`config.mk`:
```
export PLATFORM = sky130hd
export DESIGN_NAME = sample_out_stage_flat
export DESIGN_NICKNAME = d
export VERILOG_FILES = /design/src/rtl/sample_out_pkg.sv /design/src/rtl/sample_out_if.sv /design/src/rtl/sample_out_stage_sync_fifo.sv /design/src/rtl/sample_out_stage.sv /design/src/flat_wrapper.sv
export SDC_FILE = /design/constraint.sdc
export NUM_CORES = 1
export LEC_CHECK = 0
export BUFFER_PORTS_ARGS = -buffer_cell sky130_fd_sc_hd__buf_4
export CAP_MARGIN = 10
export CORE_ASPECT_RATIO = 1.5
export CORE_MARGIN = 5
export CORE_UTILIZATION = 60
export CTS_BUF_LIST = sky130_fd_sc_hd__clkbuf_4 sky130_fd_sc_hd__clkbuf_8 sky130_fd_sc_hd__clkbuf_16
export DETAILED_ROUTE_END_ITERATION = 12
export MAX_ROUTING_LAYER = met4
export PLACE_DENSITY_LB_ADDON = 0.15
export SYNTH_ARGS = -nofsm -noshare
export SYNTH_HDL_FRONTEND = slang
export SYNTH_SLANG_ARGS = --single-unit
```
`constraint.sdc`:
```
create_clock -name clk -period 10.2 [get_ports clk]
set_clock_uncertainty 0.05 [all_clocks]
set_input_delay 2.04 -clock clk [delete_from_list [all_inputs] [get_ports clk]]
set_output_delay 2.04 -clock clk [all_outputs]
set_load 0.02 [all_outputs]
```
`src/rtl/sample_out_pkg.sv`:
```
// Shared definitions for the sample output stage: state encoding, register map, CTRL bits.
package sample_out_pkg;

   typedef enum logic [1:0] {
      ST_IDLE     = 2'd0,
      ST_PREFILL  = 2'd1,
      ST_RUN      = 2'd2,
      ST_UNDERRUN = 2'd3
   } state_t;

   localparam logic [1:0] ADDR_CTRL     = 2'd0;
   localparam logic [1:0] ADDR_STATUS   = 2'd1;
   localparam logic [1:0] ADDR_UNDERRUN = 2'd2;
   localparam logic [1:0] ADDR_DROP     = 2'd3;

   localparam int CTRL_ENABLE = 0;
   localparam int CTRL_ZOU    = 1;
   localparam int CTRL_FLUSH  = 2;

   function automatic logic [31:0] sat_inc(input logic [31:0] v);
      return (v == 32'hFFFF_FFFF) ? v : v + 32'd1;
   endfunction

endpackage

```
`src/rtl/sample_out_if.sv`:
```
// Sample input, DAC output, Avalon-MM slave and Avalon-ST source of the sample output stage.
interface sample_out_if #(
   parameter int SAMPLE_W = 24
);
   logic signed [SAMPLE_W-1:0] i_sample;
   logic                       i_valid;
   logic                       o_ready;
   logic                       o_gen_clk_en;
   logic [1:0]                 avs_s0_address;
   logic                       avs_s0_read;
   logic                       avs_s0_write;
   logic [31:0]                avs_s0_writedata;
   logic [31:0]                avs_s0_readdata;
   logic signed [SAMPLE_W-1:0] o_dac_sample;
   logic                       o_dac_strobe;
   logic [31:0]                aso_ss0_data;
   logic                       aso_ss0_valid;
   logic                       aso_ss0_ready;

   modport master (
      output i_sample, i_valid, avs_s0_address, avs_s0_read, avs_s0_write,
             avs_s0_writedata, aso_ss0_ready,
      input  o_ready, o_gen_clk_en, avs_s0_readdata, o_dac_sample, o_dac_strobe,
             aso_ss0_data, aso_ss0_valid
   );

   modport slave (
      input  i_sample, i_valid, avs_s0_address, avs_s0_read, avs_s0_write,
             avs_s0_writedata, aso_ss0_ready,
      output o_ready, o_gen_clk_en, avs_s0_readdata, o_dac_sample, o_dac_strobe,
             aso_ss0_data, aso_ss0_valid
   );
endinterface

```
`src/rtl/sample_out_stage_sync_fifo.sv`:
```
// Single-clock FIFO with level/full/empty; head is the registered entry at the read pointer.
module sync_fifo #(
   parameter int WIDTH = 24,
   parameter int DEPTH = 16
) (
   input  logic                       clk,
   input  logic                       reset,
   input  logic                       push,
   input  logic                       pop,
   input  logic                       flush,
   input  logic [WIDTH-1:0]           din,
   output logic [WIDTH-1:0]           head,
   output logic [$clog2(DEPTH):0]     level,
   output logic                       full,
   output logic                       empty
);
   localparam int AW = $clog2(DEPTH);

   logic [WIDTH-1:0] mem [DEPTH];
   logic [AW-1:0]    wr_ptr;
   logic [AW-1:0]    rd_ptr;
   logic             do_push;
   logic             do_pop;

   assign full    = (level == (AW+1)'(DEPTH));
   assign empty   = (level == '0);
   assign do_push = push && !full && !flush;
   assign do_pop  = pop && !empty && !flush;
   assign head    = mem[rd_ptr];

   always_ff @(posedge clk) begin
      if (do_push) mem[wr_ptr] <= din;
   end

   always_ff @(posedge clk) begin
      if (reset || flush) begin
         wr_ptr <= '0;
         rd_ptr <= '0;
         level  <= '0;
      end else begin
         if (do_push) wr_ptr <= wr_ptr + 1'b1;
         if (do_pop)  rd_ptr <= rd_ptr + 1'b1;
         case ({do_push, do_pop})
            2'b10:   level <= level + 1'b1;
            2'b01:   level <= level - 1'b1;
            default: level <= level;
         endcase
      end
   end
endmodule

```
`src/rtl/sample_out_stage.sv`:
```
// Output stage: FIFO-buffered samples released one per sample tick to a DAC and an Avalon-ST sink.
// Optional SAMPLE_OUT_STATS_EN builds the underrun and drop counters (addresses 2/3).
module sample_out_stage
   import sample_out_pkg::*;
#(
   parameter int CLK_HZ    = 100_000_000,
   parameter int FS_HZ     = 96_000,
   parameter int SAMPLE_W  = 24,
   parameter int DEPTH     = 16,
   parameter int PREFILL   = 8,
   parameter int BYTE_SWAP = 1
) (
   input logic         clk,
   input logic         reset,
   sample_out_if.slave bus
);
   localparam int TICK_N = CLK_HZ / FS_HZ;
   localparam int LW     = $clog2(DEPTH) + 1;

   logic [31:0]         tick_cnt;
   logic                tick;
   state_t              state;
   logic                ctrl_en;
   logic                ctrl_zou;
   logic [SAMPLE_W-1:0] head;
   logic [LW-1:0]       level;
   logic                full;
   logic                empty;
   logic                wr_ctrl;
   logic                flush;
   logic                push;
   logic                pop;
   logic                underrun_evt;
   logic                gen_en;
   logic                dac_strobe;
   logic [SAMPLE_W-1:0] dac;
   logic [31:0]         s_data;
   logic                s_valid;
   logic [31:0]         rdata;
   logic [31:0]         under_cnt;
   logic [31:0]         drop_cnt;
   logic                unused_wdata;

   // Byte order reversal applies to the sample itself; the result is then zero-extended.
   function automatic logic [31:0] stream_word(input logic [SAMPLE_W-1:0] s);
      logic [SAMPLE_W-1:0] r;
      r = s;
      if (BYTE_SWAP == 1 && (SAMPLE_W % 8) == 0) begin
         for (int i = 0; i < SAMPLE_W / 8; i++) r[8*i +: 8] = s[SAMPLE_W-8-8*i +: 8];
      end
      return 32'(r);
   endfunction

   assign tick         = (tick_cnt == 32'(TICK_N - 1));
   assign wr_ctrl      = bus.avs_s0_write && (bus.avs_s0_address == ADDR_CTRL);
   assign flush        = wr_ctrl && bus.avs_s0_writedata[CTRL_FLUSH];
   assign push         = bus.i_valid && !full && !flush;
   assign pop          = (state == ST_RUN) && ctrl_en && !flush && tick && !empty;
   assign underrun_evt = (state == ST_RUN) && ctrl_en && !flush && tick && empty;
   assign unused_wdata = ^bus.avs_s0_writedata[31:3];

   sync_fifo #(.WIDTH(SAMPLE_W), .DEPTH(DEPTH)) u_fifo (
      .clk   (clk),
      .reset (reset),
      .push  (push),
      .pop   (pop),
      .flush (flush),
      .din   (bus.i_sample),
      .head  (head),
      .level (level),
      .full  (full),
      .empty (empty)
   );

   always_ff @(posedge clk) begin
      if (reset) tick_cnt <= '0;
      else       tick_cnt <= tick ? '0 : tick_cnt + 32'd1;
   end

   // Flush outranks a cleared enable, which outranks normal sequencing.
   always_ff @(posedge clk) begin
      if (reset) begin
         state      <= ST_IDLE;
         ctrl_en    <= 1'b0;
         ctrl_zou   <= 1'b0;
         gen_en     <= 1'b1;
         dac        <= '0;
         dac_strobe <= 1'b0;
         s_data     <= '0;
         s_valid    <= 1'b0;
      end else begin
         gen_en     <= !full;
         dac_strobe <= 1'b0;
         if (wr_ctrl) begin
            ctrl_en  <= bus.avs_s0_writedata[CTRL_ENABLE];
            ctrl_zou <= bus.avs_s0_writedata[CTRL_ZOU];
         end
         if (flush) begin
            state <= bus.avs_s0_writedata[CTRL_ENABLE] ? ST_PREFILL : ST_IDLE;
         end else if (!ctrl_en) begin
            state <= ST_IDLE;
         end else begin
            case (state)
               ST_IDLE:     state <= ST_PREFILL;
               ST_PREFILL:  if (int'(level) >= PREFILL) state <= ST_RUN;
               ST_RUN:      if (underrun_evt) state <= ST_UNDERRUN;
               ST_UNDERRUN: state <= ST_PREFILL;
               default:     state <= ST_IDLE;
            endcase
         end
         if (pop) begin
            dac        <= head;
            dac_strobe <= 1'b1;
         end else if (underrun_evt) begin
            if (ctrl_zou) dac <= '0;
            dac_strobe <= 1'b1;
         end
         if (pop) begin
            s_data  <= stream_word(head);
            s_valid <= 1'b1;
         end else if (s_valid && bus.aso_ss0_ready) begin
            s_valid <= 1'b0;
         end
      end
   end

`ifdef SAMPLE_OUT_STATS_EN
   logic drop_evt;
   assign drop_evt = pop && s_valid && !bus.aso_ss0_ready;

   always_ff @(posedge clk) begin
      if (reset) begin
         under_cnt <= '0;
         drop_cnt  <= '0;
      end else begin
         if (bus.avs_s0_write && bus.avs_s0_address == ADDR_UNDERRUN) under_cnt <= '0;
         else if (underrun_evt) under_cnt <= sat_inc(under_cnt);
         if (bus.avs_s0_write && bus.avs_s0_address == ADDR_DROP) drop_cnt <= '0;
         else if (drop_evt) drop_cnt <= sat_inc(drop_cnt);
      end
   end
`else
   assign under_cnt = '0;
   assign drop_cnt  = '0;
`endif

   always_ff @(posedge clk) begin
      if (reset) begin
         rdata <= '0;
      end else if (bus.avs_s0_read) begin
         case (bus.avs_s0_address)
            ADDR_CTRL:     rdata <= {30'd0, ctrl_zou, ctrl_en};
            ADDR_STATUS:   rdata <= {20'd0, empty, full, state, 8'(level)};
            ADDR_UNDERRUN: rdata <= under_cnt;
            default:       rdata <= drop_cnt;
         endcase
      end
   end

   assign bus.o_ready         = !full;
   assign bus.o_gen_clk_en    = gen_en;
   assign bus.o_dac_sample    = dac;
   assign bus.o_dac_strobe    = dac_strobe;
   assign bus.aso_ss0_data    = s_data;
   assign bus.aso_ss0_valid   = s_valid;
   assign bus.avs_s0_readdata = rdata;
endmodule

```
`src/flat_wrapper.sv`:
```
// flat-port wrapper written by rule: the top's interface ports become plain ports
module sample_out_stage_flat import sample_out_pkg::*;
#(
   parameter int CLK_HZ    = 100_000_000,
   parameter int FS_HZ     = 96_000,
   parameter int SAMPLE_W  = 24,
   parameter int DEPTH     = 16,
   parameter int PREFILL   = 8,
   parameter int BYTE_SWAP = 1
)
  (clk, reset, bus_i_sample, bus_i_valid, bus_avs_s0_address, bus_avs_s0_read, bus_avs_s0_write, bus_avs_s0_writedata, bus_aso_ss0_ready, bus_o_ready, bus_o_gen_clk_en, bus_avs_s0_readdata, bus_o_dac_sample, bus_o_dac_strobe, bus_aso_ss0_data, bus_aso_ss0_valid);
  sample_out_if #(.SAMPLE_W(SAMPLE_W)) bus_i ();
  input logic clk;
  input logic reset;
  input wire logic [$bits(bus_i.i_sample)-1:0] bus_i_sample;
  input wire logic [$bits(bus_i.i_valid)-1:0] bus_i_valid;
  input wire logic [$bits(bus_i.avs_s0_address)-1:0] bus_avs_s0_address;
  input wire logic [$bits(bus_i.avs_s0_read)-1:0] bus_avs_s0_read;
  input wire logic [$bits(bus_i.avs_s0_write)-1:0] bus_avs_s0_write;
  input wire logic [$bits(bus_i.avs_s0_writedata)-1:0] bus_avs_s0_writedata;
  input wire logic [$bits(bus_i.aso_ss0_ready)-1:0] bus_aso_ss0_ready;
  output wire logic [$bits(bus_i.o_ready)-1:0] bus_o_ready;
  output wire logic [$bits(bus_i.o_gen_clk_en)-1:0] bus_o_gen_clk_en;
  output wire logic [$bits(bus_i.avs_s0_readdata)-1:0] bus_avs_s0_readdata;
  output wire logic [$bits(bus_i.o_dac_sample)-1:0] bus_o_dac_sample;
  output wire logic [$bits(bus_i.o_dac_strobe)-1:0] bus_o_dac_strobe;
  output wire logic [$bits(bus_i.aso_ss0_data)-1:0] bus_aso_ss0_data;
  output wire logic [$bits(bus_i.aso_ss0_valid)-1:0] bus_aso_ss0_valid;
  assign bus_i.i_sample = bus_i_sample;
  assign bus_i.i_valid = bus_i_valid;
  assign bus_i.avs_s0_address = bus_avs_s0_address;
  assign bus_i.avs_s0_read = bus_avs_s0_read;
  assign bus_i.avs_s0_write = bus_avs_s0_write;
  assign bus_i.avs_s0_writedata = bus_avs_s0_writedata;
  assign bus_i.aso_ss0_ready = bus_aso_ss0_ready;
  assign bus_o_ready = bus_i.o_ready;
  assign bus_o_gen_clk_en = bus_i.o_gen_clk_en;
  assign bus_avs_s0_readdata = bus_i.avs_s0_readdata;
  assign bus_o_dac_sample = bus_i.o_dac_sample;
  assign bus_o_dac_strobe = bus_i.o_dac_strobe;
  assign bus_aso_ss0_data = bus_i.aso_ss0_data;
  assign bus_aso_ss0_valid = bus_i.aso_ss0_valid;
  sample_out_stage #(.CLK_HZ(CLK_HZ), .FS_HZ(FS_HZ), .SAMPLE_W(SAMPLE_W), .DEPTH(DEPTH), .PREFILL(PREFILL), .BYTE_SWAP(BYTE_SWAP)) u_core (.clk(clk), .reset(reset), .bus(bus_i));
endmodule
```
After elaboration in Yosys (flattened, before gate mapping)
Memories as Yosys holds them, arrays and structs flattened. A register that Yosys moved wholly into a read port is not among the register bits.
Cells that the tools add are included.
- register bits: 132
- bits in writable memories: 384
- input port bits: 64
- output and inout port bits: 92
- memories: 1
- memories (name ; depth ; width ; rd ports ; clocked after Yosys merged registers in ; write ports ; line ; RTL):
    u_core.u_fifo.mem ; 16 ; 24 ; 1 ; 1 ; 1 ; sample_out_stage_sync_fifo.sv:19 ; logic [WIDTH-1:0] mem [DEPTH];
- $add $sub $neg: 5
- order comparisons: 1
- eq/ne operators: 10
- muxes and demuxes: 19
- reductions and logical operators: 29
- operators with widths (operator ; number):
    $mux W24 ; 3
    $add A32 B1 Y32 const B ; 1
    $eq A32 B11 Y1 const B ; 1
    $pmux W12 S2 ; 1
    $logic_and A1 B1 Y1 ; 14
    $pmux W5 S2 ; 1
    $add A4 B1 Y4 const B ; 2
    $mux W2 ; 4
    $mux W4 ; 2
    $ne A4 B4 Y1 const B ; 2
    $reduce_bool A2 Y1 ; 4
    $mux W1 ; 7
    $eq A2 B1 Y1 const B ; 3
    $eq A2 B2 Y1 const B ; 3
    $pmux W2 S3 ; 1
    $add A5 B1 Y5 const B ; 1
    $eq A5 B5 Y1 const B ; 1
    $ge A5 B4 Y1 const B ; 1
    $logic_not A5 Y1 ; 1
    $sub A5 B1 Y5 const B ; 1
    $logic_not A2 Y1 ; 2
    $reduce_and A2 Y1 ; 2
    $reduce_or A2 Y1 ; 2
    $logic_not A1 Y1 ; 3
    $logic_or A1 B1 Y1 ; 1

Logic depth before layout (Yosys ltp)
- word-level depth: 11
- mapped depth: 13

Hierarchy
A second synthesis with hierarchy kept.
- cell total of the unflattened synthesis: 1101
- area total of the unflattened synthesis: 19262.2 um^2
- modules (own cells, without submodules) (module ; instances ; cells an instance ; area an instance (um^2) ; sequential area each (um^2)):
    sync_fifo ; 1 ; 716 ; 15373.5 ; 11871.4
    sample_out_stage ; 1 ; 385 ; 3888.7 ; 1921.8

Worst setup path before layout
Ideal clock, no wire load.
- path type: input -> register
- from: input bus_avs_s0_address[0]
- to: memory u_core.u_fifo.mem[3][0] (enable)
- setup time: 0.435 ns
- arrival: 4.363 ns
- path slack: 5.351 ns
- cell stages on the path: 4
- buffers on the path: 0
- cell sequence: nand4bb_1 o311a_1 nand2_1 nor3_1
- word-level cells in the longest chain between the ends: 9
- ends and longest elaborated chain (what ; line ; RTL):
    start, declared ; flat_wrapper.sv:17 ; input wire logic [$bits(bus_i.avs_s0_address)-1:0] bus_avs_s0_address;
    $logic_not A2 Y1 (*) ; sample_out_stage.sv:55 ; assign wr_ctrl = bus.avs_s0_write && (bus.avs_s0_address == ADDR_CTRL);
    $logic_and A1 B1 Y1 (*) ; sample_out_stage.sv:55 ;
    $logic_and A1 B1 Y1 (*) ; sample_out_stage.sv:56 ; assign flush = wr_ctrl && bus.avs_s0_writedata[CTRL_FLUSH];
    $logic_not A1 Y1 (*) ; sample_out_stage_sync_fifo.sv:27, sample_out_stage.sv:57 ;
    $logic_and A1 B1 Y1 ; sample_out_stage.sv:57 ; assign push = bus.i_valid && !full && !flush;
    $logic_and A1 B1 Y1 ; sample_out_stage_sync_fifo.sv:27 ; assign do_push = push && !full && !flush;
    $logic_and A1 B1 Y1 (*) ; sample_out_stage_sync_fifo.sv:27 ;
    $mux W1 (*) ; sample_out_stage_sync_fifo.sv:32 ; if (do_push) mem[wr_ptr] <= din;
    $mux W1 (implied by the code) (*) ; sample_out_stage_sync_fifo.sv:32 ;
    end, declared ; sample_out_stage_sync_fifo.sv:19 ;
Mark *: on every way between the ends. The rest lies on a longest branch, timed or not.

Final worst setup path
- from: input bus_avs_s0_address[0]
- to: memory u_core.u_fifo.mem[0][0] (enable)
The elaborated chain is that of the path after synthesis.

==> impl_metrics.toml <==
[global_routing]
grt_start_max_net_pins = 55
grtUsageTotal = 0.2336
first_global_vias = 10690
use_met1 = 0.3019
grt-ovfl-total = 0
use_met3 = 0.03699
antenna_found_initial = 1
grt_most_used_layer = "met2"
grt_pass1_wl_mm = 62.48
met2_usage = 0.3867

[critical_path]
reg2reg_slack_ns = 6.99
cp_data_arrival_time_ns = 4.49
critPathKind = "in2reg"
crit_chain = "buf_4 -> nand4bb_1 -> o311a_1 -> nand2_1 -> nor3_2 -> buf_4"
cpMaxStageDelayCell = "nor3_2"
critical_path.max_fanout = 14
critPathMaxStageDelay_ns = 0.93
path_common_cell = "buf_4"
crit_start = "bus_avs_s0_address[0]"
rr_startpoint = "u_core.tick_cnt[16]$_SDFF_PP0_"
worstSetupEndpointType = "register"
required_ns = 10.37
setup.worst_path.start_class = "primary input"

[layout]
nets = 1311
nFillCells = 2197
drive_gt1_frac = 0.2689
utilization = 0.6802
instances_no_fill = 1684
seqCellArea_um2 = 13810
multi_input_area_um2 = 5400
syn_to_final_growth_pct = 12.46

[placement]
io_buffers = 95
placedCellCount = 1601
place_congestion = 0.8228
dp_hpwl_mm = 22.80

[sta]
worst_pin_slew_ns = 1.151
rsz0062_at_grt = "false"
period_share = 0.4243
tns_ns = 0
max_freq_ghz = 0.2311
hold_violations = 0
slew_headroom = 0.2285
final_period_minus_worst_setup_slack_ns = 4.328
setup_violations = 0
drv_slew = 0

[pwr]
power_frac_seq = 0.564
internal-power_mw = 3.119
power_frac_comb = 0.030
p_sw_uw = 789.5
ir_drop_v = 0.0001599
p_sw_frac = 0.2020
leakagePower_nw = 7.288
fin_total_pwr_mw = 3.909
p_per_area_nw_per_um2 = 177.2
pwr-share-clk = 0.406

[cts]
numCtsBuffers = 44
clkTransAtPathRegs_ns = 0.06
clockBufferDepth = 3
clk_latency_ns = 0.56
ctsHoldBuffers = 0
cts_setup_buffers = 0
cts_tree = "built"
htreeDepth = 2
cts_root_buf = "clkbuf_16"
cts-resized-gates = 0
numClockSinks = 497

[die]
die_area_um2 = 36480
start_util = 0.6048
boundaryPins = 156
placementRows = 81
core_area_um2 = 32430
die_h_um = 231.4
die_w_um = 157.6

[synthesis]
synth_cells = 1130
ys_ff_latch = 497
synth.avg_cell_area_um2 = 17.36
yosys_warnings = 0
yosysSeqAreaShare = 0.7032
syn_area_um2 = 19620
yosysUniqueCellTypes = 62

[detailed_routing]
drcViolationCount = 0
vias = 10200
routedWlPerCell_um = 23.94
ant_nets = 0
via_per_inst = 6.058
drt-initial-drc-count = 744
drtPass1Iterations = 7
wl_mm = 40.32

[hold_path]
min_from = "u_core.bus.o_dac_sample[0]$_SDFFE_PP0P_"
hp-class = "reg2reg"

[job]
cap_violations = 0

[run_status]
status = "finished clean"
-- through the flow --
| stage | worst slack, ns | hold slack [ns] | area, um^2 |
|---|---|---|---|
| final | 5.872 | 0.4114 | 22060 |
| after global routing | 5.679 | 0.4244 | 22060 |
| after CTS | 5.740 | 0.4148 | 22060 |
| after detailed placement | 5.165 | 0.3945 | 20670 |
| after global placement | 5.205 | 0.3906 | 20670 |
| after floorplan | 5.351 | 0.3996 | 19730 |
-- sequential cells by signal (all words and copies together) (netlist names), named ones only --
register and count:
u_core.u_fifo.wr_ptr 4, u_core.bus.o_dac_strobe 1, u_core.bus.aso_ss0_valid 1, u_core.u_fifo.mem 384, u_core.bus.aso_ss0_data 24, u_core.bus.o_dac_sample 24
u_core.ctrl_zou 1, u_core.ctrl_en 1, u_core.state 2, u_core.bus.avs_s0_readdata 9, u_core.u_fifo.rd_ptr 4, u_core.tick_cnt 32
u_core.u_fifo.level 5, u_core.bus.o_gen_clk_en 1
-- cell families (layout without fill, tap and decap cells) --
kind of cell               count (synthesis)  after routing  synth area share
other                                      1             32         0.0001912
AOI/OAI and AO/OA                        127            127           0.04720
DFF                                      497            497            0.7032
and+or+nand+nor                          211            211           0.06213
adders and majority gates                 15             15          0.009951
xor gates and xnor gates                  33             33           0.01473
muxes                                    133            133            0.1296
buffers and inverters                    113            221           0.03304
-- power by group through the flow --
stage / Clock, mW / Sequential (mW) / Combinational [mW]
after floorplan: 0 / 2.25 / 0.0702
after global placement: 0 / 2.25 / 0.114
after detailed placement: 0 / 2.25 / 0.117
after CTS: 1.61 / 2.21 / 0.118
after global routing: 1.71 / 2.21 / 0.127
final: 1.59 / 2.21 / 0.116
-- layout make-up --
type,count,area share
sequential,497,0.6258
antenna,1,0.0001134
timing repair buffer,112,0.03811
tap,415,0.02354
multi-input combinational,550,0.2448
inverter,27,0.004594
clock buffer,56,0.05621
clock inverter,26,0.006806
-- worst paths after layout --
path | end | depth (start not counted)
min | u_core.bus.o_dac_sample[0]$_SDFFE_PP0P_ | 1
min reg2reg | u_core.bus.o_dac_sample[0]$_SDFFE_PP0P_ | 1
max reg2reg | u_core.u_fifo.level[4]$_SDFFE_PP0P_ | 11
max | u_core.u_fifo.mem[0][0]$_DFFE_PP_ | 6
-- critical path: cells and delay by family --
family | cells | cell delay (ns)
buf+inv | 2 | 0.58
compound gates | 1 | 0.39
simple gates | 3 | 1.45
-- synthesized netlist by cell type (all sizes together) --
library cell / n / share of area
mux2: 7 / 0.0040
nand4bb: 1 / 0.00057
and2: 2 / 0.00064
inv: 27 / 0.0052
a21bo: 7 / 0.0036
dfxtp: 113 / 0.12
nand3: 19 / 0.0048
o211ai: 8 / 0.0038
nor4b: 2 / 0.0020
buf: 63 / 0.023
edfxtp: 384 / 0.59
a31o: 1 / 0.00045
nor2b: 20 / 0.0064
nand4: 16 / 0.0065
clkbuf: 23 / 0.0044
mux4: 96 / 0.11
xnor2: 11 / 0.0049
o2111ai: 1 / 0.00045
o31ai: 5 / 0.0022
or3: 5 / 0.0016
or2: 2 / 0.00064
conb: 1 / 0.00019
or4: 5 / 0.0019
a21o: 2 / 0.00077
fa: 1 / 0.0010
ha: 14 / 0.0089
nor4: 9 / 0.0075
o21ai: 10 / 0.0026
and4: 3 / 0.0013
nor3: 10 / 0.0028
xor2: 22 / 0.0098
nor4bb: 1 / 0.00051
a211oi: 17 / 0.0065
nor2: 65 / 0.013
nand2: 37 / 0.0072
and4bb: 1 / 0.00064
nor3b: 2 / 0.00077
nand2b: 3 / 0.00096
and3: 8 / 0.0026
o311a: 2 / 0.0010
mux2i: 30 / 0.015
a21oi: 40 / 0.010
a22o: 34 / 0.016
-- layer usage --
metal	wire length (um)	part of all wire
met1	16000	0.40
met2	20800	0.52
met3	2387	0.059
met4	1126	0.028
met5	0	0
-- cells in the final DEF (no fill, tap or decap), types with 27 or more instances in the layout --
master     Yosys  routed
nand2_1       36      36
mux2i_1       30      30
dfxtp_1      113     109
clkbuf_16      0      45
conb_1         1      31
a22o_1        29      29
buf_4         39     112
nor2_1        63      51
edfxtp_1     384     384
a21oi_1       39      39
mux4_2        96      96
inv_1         27      27
Power figures use the tool's default switching activity.
